===== src/rtl/uart_echo_buffered.sv =====
// Buffered UART echo: RX bytes queue in a FIFO, are optionally case-converted and
// re-issued to the TX port with a start/busy handshake. Optional macro: UART_ECHO_STATS_EN.
module uart_echo_buffered #(
  parameter int DATA_W       = 8,
  parameter int DEPTH        = 16,
  parameter int CASE_MODE    = 0,
  parameter int BUSY_TIMEOUT = 4
) (
  input  logic                       clk,
  input  logic                       rst,
  input  logic                       rx_valid,
  input  logic [DATA_W-1:0]          rx_data,
  input  logic                       rx_error,
  input  logic                       tx_busy,
  output logic                       tx_start,
  output logic [DATA_W-1:0]          tx_data,
  output logic [$clog2(DEPTH+1)-1:0] fifo_level,
`ifdef UART_ECHO_STATS_EN
  output logic [15:0]                drop_count,
`endif
  output logic                       overflow
);

  localparam int PTR_W = $clog2(DEPTH);
  localparam int LVL_W = $clog2(DEPTH + 1);
  localparam int TMR_W = (BUSY_TIMEOUT > 1) ? $clog2(BUSY_TIMEOUT) : 1;
  localparam logic [LVL_W-1:0] LVL_FULL = LVL_W'(DEPTH);
  localparam logic [TMR_W-1:0] TMR_LAST = TMR_W'(BUSY_TIMEOUT - 1);

  typedef enum logic [2:0] {IDLE, LOAD, START, WAIT_BUSY, WAIT_DONE} state_t;

  state_t            state, state_nxt;
  logic [DATA_W-1:0] mem [DEPTH];
  logic [PTR_W-1:0]  wr_ptr, rd_ptr;
  logic [TMR_W-1:0]  timer;
  logic [DATA_W-1:0] pop_data_p0;
  logic              push_req, push_ok, pop, drop;

  function automatic logic [DATA_W-1:0] case_conv(input logic [DATA_W-1:0] b);
    logic [DATA_W-1:0] r;
    r = b;
    if (CASE_MODE == 1 && b >= DATA_W'('h61) && b <= DATA_W'('h7A))
      r = b - DATA_W'('h20);
    else if (CASE_MODE == 2 && b >= DATA_W'('h41) && b <= DATA_W'('h5A))
      r = b + DATA_W'('h20);
    return r;
  endfunction

  // A full FIFO still accepts a byte when a pop frees a slot in the same cycle.
  assign push_req = rx_valid & ~rx_error;
  assign push_ok  = push_req & ((fifo_level != LVL_FULL) | pop);
  assign drop     = push_req & ~push_ok;

  always_ff @(posedge clk) begin
    if (push_ok) mem[wr_ptr] <= rx_data;
  end

  always_ff @(posedge clk or posedge rst) begin
    if (rst) begin
      wr_ptr     <= '0;
      rd_ptr     <= '0;
      fifo_level <= '0;
      overflow   <= 1'b0;
    end else begin
      if (push_ok) wr_ptr <= wr_ptr + PTR_W'(1);
      if (pop)     rd_ptr <= rd_ptr + PTR_W'(1);
      case ({push_ok, pop})
        2'b10:   fifo_level <= fifo_level + LVL_W'(1);
        2'b01:   fifo_level <= fifo_level - LVL_W'(1);
        default: fifo_level <= fifo_level;
      endcase
      if (drop) overflow <= 1'b1;
    end
  end

`ifdef UART_ECHO_STATS_EN
  always_ff @(posedge clk or posedge rst) begin
    if (rst)                                drop_count <= '0;
    else if (drop && drop_count != 16'hFFFF) drop_count <= drop_count + 16'd1;
  end
`endif

  // Stage p0: converted byte captured at pop, so a same-cycle push into the freed slot cannot corrupt it
  always_ff @(posedge clk) begin
    if (pop) pop_data_p0 <= case_conv(mem[rd_ptr]);
  end

  // Stage p1: byte presented to the core, held from LOAD until the next pop
  always_ff @(posedge clk or posedge rst) begin
    if (rst)                tx_data <= '0;
    else if (state == LOAD) tx_data <= pop_data_p0;
  end

  always_ff @(posedge clk or posedge rst) begin
    if (rst) begin
      state <= IDLE;
      timer <= '0;
    end else begin
      state <= state_nxt;
      timer <= (state == WAIT_BUSY) ? timer + TMR_W'(1) : '0;
    end
  end

  // The busy timeout keeps a missed request from stalling the echo path forever.
  always_comb begin
    state_nxt = state;
    pop       = 1'b0;
    tx_start  = 1'b0;
    case (state)
      IDLE: begin
        if (fifo_level != '0) begin
          pop       = 1'b1;
          state_nxt = LOAD;
        end
      end
      LOAD:  state_nxt = START;
      START: begin
        tx_start  = 1'b1;
        state_nxt = WAIT_BUSY;
      end
      WAIT_BUSY: begin
        if (tx_busy)                state_nxt = WAIT_DONE;
        else if (timer == TMR_LAST) state_nxt = IDLE;
      end
      WAIT_DONE: if (!tx_busy) state_nxt = IDLE;
      default:   state_nxt = IDLE;
    endcase
  end

endmodule


===== config.mk =====
export PLATFORM = sky130hd
export DESIGN_NAME = uart_echo_buffered
export DESIGN_NICKNAME = d
export VERILOG_FILES = /design/src/rtl/uart_echo_buffered.sv
export SDC_FILE = /design/constraint.sdc
export NUM_CORES = 1
export LEC_CHECK = 0
export CORE_MARGIN = 4
export CORE_UTILIZATION = 56
export CTS_BUF_LIST = sky130_fd_sc_hd__clkbuf_4 sky130_fd_sc_hd__clkbuf_8
export DETAILED_ROUTE_END_ITERATION = 10
export GPL_TIMING_DRIVEN = 0
export PLACE_DENSITY_LB_ADDON = 0.12
export SYNTH_ARGS = -nofsm -noshare
export SYNTH_HDL_FRONTEND = slang
export SYNTH_SLANG_ARGS = --single-unit

===== constraint.sdc =====
create_clock -name clk -period 2.7 [get_ports clk]
set_input_delay 0.54 -clock clk [delete_from_list [all_inputs] [get_ports clk]]
set_output_delay 0.54 -clock clk [all_outputs]
set_load 0.01 [all_outputs]

==> results of run 1 <==
-- kinds of logic (layout without fill, tap and decap cells) --
family,Yosys count,in the layout,synth area share (%)
muxes,43,43,12.7
and+or+nand+nor,68,68,6.12
DFF,163,163,71.9
AOI/OAI and AO/OA,33,33,3.76
buffers and inverters,23,94,2.00
xor gates and xnor gates,11,11,1.57
adders and majority gates,10,10,1.89
-- state kept, by name, indices dropped and copies added, names as in the netlist --
register / count
overflow: 1
fifo_level: 5
pop_data_p0: 8
mem: 128
rd_ptr: 4
wr_ptr: 4
timer: 2
tx_data: 8
state: 3
-- synth_stat cells, types with 5 or more instances --
library cell,count
nand2b_1,5
buf_1,5
mux4_2,32
buf_4,5
mux2_2,10
and3_1,9
nor2b_1,5
ha_1,10
a21oi_1,5
xnor2_1,6
edfxtp_1,136
inv_1,5
dfrtp_1,27
nor2_1,10
a22oi_1,16
and3_2,6
nand2_1,14
-- cell type report --
| cell class | instances | area [µm²] | area share [%] |
|---|---|---|---|
| plain buffers | 18 | 133 | 1.75 |
| clock buffers | 18 | 241 | 3.19 |
| clock inverters | 13 | 95.1 | 1.26 |
| inverters | 5 | 21.3 | 0.281 |
| multi-input cells | 165 | 1770 | 23.3 |
| flip-flops and latches | 163 | 4760 | 63.0 |
| well taps | 143 | 179 | 2.37 |
| repair buffers | 40 | 368 | 4.86 |
-- through the flow --
stage	setup WS [ps]	setup TNS, ps	std cells	cell area (µm²)	hold WS, ps
finish	66.8	0	565	7560	457
global route	-4.53	-4.53	565	7560	477
CTS	-134	-134	562	7520	456
detailed placement	-463	-752	521	7090	446
global placement	-393	-583	521	7090	430
floorplan	8.07	0	351	6640	415
-- worst paths after layout --
path	startpoint	end	depth (start not counted)
hold / removal	timer[0]$_DFF_PP0_	timer[0]$_DFF_PP0_	1
min in group asynchronous	rst	timer[0]$_DFF_PP0_	2
max in group asynchronous	rst	state[1]$_DFFE_PP0P_	2
hold reg to reg	timer[0]$_DFF_PP0_	timer[0]$_DFF_PP0_	1
setup reg to reg	state[2]$_DFFE_PP0P_	fifo_level[4]$_DFFE_PP0P_	13
setup / recovery	state[2]$_DFFE_PP0P_	fifo_level[4]$_DFFE_PP0P_	13
-- critical path, cell delays in order, from the launching register on --
cell and delay [ps]:
dfrtp_1 380, buf_6 120, or3_4 340, a31oi_4 210, buf_6 140, inv_4 30
ha_4 150, buf_6 110, xor2_2 140, ha_2 180, or4_4 420, o22ai_2 120
a31oi_2 50, xnor2_1 120
-- routing by layer --
| layer | vias up | wire length, µm | track usage [%] | share of wire (%) |
|---|---|---|---|---|
| met5 | - | 0 | 0 | 0 |
| met4 | 0 | 86 | 6.42 | 0.70 |
| met3 | 6 | 737 | 4.04 | 6.0 |
| met2 | 81 | 6220 | 32.2 | 51 |
| met1 | 1689 | 5200 | 27.4 | 42 |
| li1 | 1503 | - | - | - |
-- repair_timing --
item,4_1_cts,5_1_grt
resized for setup,5,6
pin swaps,6,5
endpoints found under the setup margin,2,2
endpoints found under the hold margin,0,0
setup buffers,10,3
-- power by group through the flow --
stage                     Sequential (mW)  Clock (mW)  Combinational (mW)
after detailed placement             3.42           0                2.61
after floorplan                      3.42           0                1.77
after global placement               3.40           0                2.55
final                                3.36        1.53                2.74
after CTS                            3.36        1.57                2.73
after global routing                 3.39        1.70                3.01
==> flow_metrics.env, run 1 <==
export IMPL_io_pins=28
export IMPL_p_leak_nw=2.63
export IMPL_end_kind="flip-flop"
export IMPL_seq_power_share_pct=44.0
export IMPL_max_clock_freq_mhz=380
export IMPL_tritoncts="built"
export IMPL_switchingPower_mw=2.41
export IMPL_first_global_vias=3429
export IMPL_p_comb_share_pct=35.9
export IMPL_p_per_area_nw_per_um2=1010
export IMPL_critPathArrivalTime_ps=2960
export IMPL_root_buffer="clkbuf_8"
export IMPL_dieHeight_um=117
export IMPL_initial_core_util_pct=57.5
export IMPL_yosysSeqAreaShare_pct=71.9
export IMPL_synth_area_um2=6620
export IMPL_dieArea_um2=13600
export IMPL_worst_setup_path_start_kind="flip-flop"
export IMPL_gp_congestion=0.778
export IMPL_synthFlopType="edfxtp_1"
export IMPL_layout_nets=433
export IMPL_routed_wl_um=12200
export IMPL_cp_required_ps=3030
export IMPL_mostFrequentLayoutCells="edfxtp_1 (136), mux4_2 (32), clkdlybuf4s50_1 (27)"
export IMPL_antenna_found_initial=0
export IMPL_synthCells=351
export IMPL_grt_pass1_wl_um=19100
export IMPL_core_area_um2=11500
export IMPL_synthArstFlopShare_pct=16.6
export IMPL_finalHoldViolCount=0
export IMPL_synth_largest_area_cell="edfxtp_1"
export IMPL_drc=0
export IMPL_ys_ff_latch=163
export IMPL_first_pass_iters=4
export IMPL_drv_slew=0
export IMPL_synth_cell_type_count=44
export IMPL_ys_top_cells_by_area="edfxtp_1 (62%), mux4_2 (11%), dfrtp_1 (10%)"
export IMPL_maxCapViolCount=0
export IMPL_vias=3279
export IMPL_clk_path_buf_depth=2
export IMPL_p_int_mw=5.22
export IMPL_worstMarginPinSlew_ps=1060
export IMPL_path_max_fanout=2
export IMPL_clock_sinks=163
export IMPL_std_cell_rows=39
export IMPL_fin_crit_sh_pct=97.5
export IMPL_ant_nets=0
export IMPL_grt_start_max_net_pins=28
export IMPL_dp_hpwl_um=8030
export IMPL_criticalPathCategory="reg -> reg"
export IMPL_slew_headroom_pct=29.3
export IMPL_drive_gt1_share_pct=27.7
export IMPL_chipWidth_um=117
export IMPL_area_growth_pct=14.3
export IMPL_synth_nets=374
export IMPL_synth_edf_count=136
export IMPL_clock_power_share_pct=20.1
export IMPL_cts_buffers=17
export IMPL_track_usage_pct=19.9
export IMPL_io_buffers=27
export IMPL_final_common_cell="edfxtp_1"
export IMPL_grt_ovfl_total=0
export IMPL_via_per_inst=5.80
export IMPL_fin_skew_ps=7.57
export IMPL_wire_per_inst_um=21.7
export IMPL_power_mw=7.63
export IMPL_post_route_util_pct=65.7
export IMPL_drt_iter0_drc=264
export IMPL_synth_top_area_share_pct=61.7
export IMPL_ys_warn_count=0
export IMPL_fin_crit_ps=2630
export IMPL_worstSkewPairLatency_ps=440
export IMPL_min_path_type="reg -> reg"
export IMPL_p_sw_share_pct=31.6
export IMPL_r2r_slack_ps=70
export IMPL_clkTransAtPathRegs_ps=80
export IMPL_setup_viol=0
export IMPL_cts_htree_levels=4
export IMPL_postCtsHoldBufs=0
export IMPL_nFillCells=793
export IMPL_syn_mean_instance_area_um2=18.9
export IMPL_insertedDiodeCount=0
export IMPL_status="finished, final reports clean"
export IMPL_irDropWorstVdd_mv=0.471
(Power assumes the default switching activity.)
==> run 2: changes to the inputs <==
Settings changed: REMOVE_ABC_BUFFERS set to 1.
Clock period 2.7 ns to 2.3 ns, I/O delays scaled along.
==> run 2 against run 1 <==
The run now ends with setup timing left; clock power grew 46%; count of clock-buffer cells in the layout fell by 1; power up 21%; register-to-register slack got worse by 210 ps; sequential share of layout area rose by 0.25 points; maximum frequency up 7.8%; largest cell class unchanged; highest routed layer unchanged.
==> flow_metrics.env, run 2 (same netlist as run 1, synthesis figures left out) <==
export IMPL_violations="setup timing"
export IMPL_worstMarginPinSlew_ps=1060
export IMPL_drv_slew=0
export IMPL_crit_family="simple AND/OR/NAND/NOR gates"
export IMPL_layout_nets=416
export IMPL_std_cell_rows=39
export IMPL_setup_slack_ps=-142
export IMPL_largest_register_ffs=128
export IMPL_maxCapViolCount=0
export IMPL_slew_headroom_pct=29.2
export IMPL_drc=0
export IMPL_irDropWorstVdd_mv=0.527
export IMPL_fin_skew_ps=9.98
export IMPL_via_per_inst=5.92
export IMPL_slowest_stage="or4_1"
export IMPL_final_common_cell="edfxtp_1"
export IMPL_timing_setup_tns_ps=-142
export IMPL_clk_path_buf_depth=2
export IMPL_critical_path_buf_inv_count=1
export IMPL_io_pins=28
export IMPL_vias=3248
export IMPL_root_buffer="clkbuf_8"
export IMPL_wire_per_inst_um=21.8
export IMPL_status="complete, but fails checks"
export IMPL_antenna_found_initial=0
export IMPL_path_max_fanout=10
export IMPL_fin_crit_ps=2440
export IMPL_grt_start_max_net_pins=36
export IMPL_routed_wl_um=12000
export IMPL_worstSkewPairLatency_ps=450
export IMPL_drt_iter0_drc=262
export IMPL_cts_buffers=17
export IMPL_post_route_util_pct=65.5
export IMPL_postCtsHoldBufs=0
export IMPL_p_per_area_nw_per_um2=1220
export IMPL_clkTransAtPathRegs_ps=80
export IMPL_grt_pass1_wl_um=18700
export IMPL_worst_setup_path_start_kind="flip-flop"
export IMPL_grt_ovfl_total=0
export IMPL_critPathArrivalTime_ps=2760
export IMPL_tritoncts="built"
export IMPL_r2r_slack_ps=-140
export IMPL_gp_congestion=0.768
export IMPL_insertedDiodeCount=0
export IMPL_nFillCells=792
export IMPL_first_pass_iters=4
export IMPL_track_usage_pct=19.6
export IMPL_area_growth_pct=14.0
export IMPL_max_stage_delay_ps=540
export IMPL_finalHoldViolCount=0
export IMPL_reg_top3="mem: 128 flops, pop_data_p0: 8 flops, tx_data: 8 flops"
export IMPL_cp_required_ps=2620
export IMPL_initial_core_util_pct=57.5
export IMPL_dieArea_um2=13600
export IMPL_worstPathCellList="or3_4 > a31oi_4 > inv_2 > ha_2 > or4_1 > o22ai_1 > a31oi_1 > xnor2_1"
export IMPL_chipWidth_um=117
export IMPL_core_area_um2=11500
export IMPL_largest_register="mem"
export IMPL_first_global_vias=3319
export IMPL_io_buffers=27
export IMPL_p_leak_nw=2.62
export IMPL_dieHeight_um=117
export IMPL_clock_sinks=163
export IMPL_criticalPathCategory="reg -> reg"
export IMPL_end_kind="flip-flop"
export IMPL_max_clock_freq_mhz=410
export IMPL_min_path_type="reg -> reg"
export IMPL_mostFrequentLayoutCells="edfxtp_1 (136), mux4_2 (32), clkdlybuf4s50_1 (26)"
export IMPL_fin_crit_sh_pct=106
export IMPL_ant_nets=0
export IMPL_drive_gt1_share_pct=27.6
export IMPL_rsz0062_at_grt="true"
export IMPL_dp_hpwl_um=7320
export IMPL_setup_viol=1
export IMPL_cts_htree_levels=4
-- run 2: changes by cell type in the layout (fill, tap and decap cells not counted), sizes merged --
cell,delta
a31oi,+1
buf,-16
bufinv,+3
clkbuf,-3
clkdlybuf4s50,-1
clkinv,-5
clkinvlp,-1
dlymetal6s2s,+1
inv,+5
-- run 2: path summary, 6_finish.rpt --
| check | to | start | depth (start not counted) |
|---|---|---|---|
| worst max-delay path | fifo_level[4]$_DFFE_PP0P_ | state[2]$_DFFE_PP0P_ | 8 |
| worst min-delay path | timer[0]$_DFF_PP0_ | timer[0]$_DFF_PP0_ | 1 |
| worst max register to register | fifo_level[4]$_DFFE_PP0P_ | state[2]$_DFFE_PP0P_ | 8 |
| worst min register to register | timer[0]$_DFF_PP0_ | timer[0]$_DFF_PP0_ | 1 |
| max in group asynchronous | rd_ptr[0]$_DFFE_PP0P_ | rst | 2 |
| min in group asynchronous | tx_data[4]$_DFFE_PP0P_ | rst | 2 |
-- run 2: power breakdown --
part | leakage, nW | switching (mW) | internal [mW]
Sequential | 1.54 | 0.490 | 3.69
Combinational | 0.861 | 1.30 | 1.49
Clock | 0.211 | 1.05 | 1.19
-- run 2: metrics by stage --
stage / cell area [µm²] / std cells / hold WS, ps / setup WS, ps / total power [mW]
after floorplan: 6500 / 333 / 415 / -585 / 5.93
after global placement: 6950 / 503 / 425 / -1060 / 6.80
after detailed placement: 6980 / 504 / 434 / -1030 / 6.89
after CTS: 7530 / 548 / 444 / -141 / 9.29
after global routing: 7550 / 549 / 450 / -252 / 9.73
final: 7550 / 549 / 439 / -142 / 9.21
-- run 2: layout make-up --
type                            count  area (µm²)  share of cell area (%)
Sequential cell                   163        4770                    63.2
Multi-Input combinational cell    166        1760                    23.4
Timing Repair Buffer               40         383                    5.07
Clock buffer                       17         234                    3.10
Clock inverter                     15         200                    2.65
Tap cell                          143         179                    2.37
Inverter                            5        18.8                   0.249
-- run 2: worst reg2reg max path, stage by stage (launching register included) --
cell	delay, ps
dfrtp_2	420
or3_4	410
a31oi_4	180
inv_2	80
ha_2	360
or4_1	550
o22ai_1	120
a31oi_1	70
xnor2_1	130
-- run 2: routing by layer --
metal  routed length (µm)  global-route usage (%)  up-vias  part of all wire [%]
li1                     -                       -     1479                     -
met1                 5190                    26.3     1681                    43
met2                 6120                    31.7       78                    51
met3                  553                    5.13       10                   4.6
met4                   92                    6.19        0                  0.77
met5                    0                       0        -                     0
-- run 2: what timing repair did --
item	in CTS	in global routing
cloned	1	0
setup endpoints to repair	85	14
endpoints found under the hold margin	0	0
pin swaps	3	0
gates resized for setup	10	3
buffers inserted	11	1
==> run 3: changes to the inputs <==
Settings changed: CTS_BUF_LIST sky130_fd_sc_hd__clkbuf_4 sky130_fd_sc_hd__clkbuf_8 to sky130_fd_sc_hd__clkbuf_8, GPL_ROUTABILITY_DRIVEN set to 0.
==> results of run 3 <==
No change in the layout: final DEF, timing and power equal those of run 2.
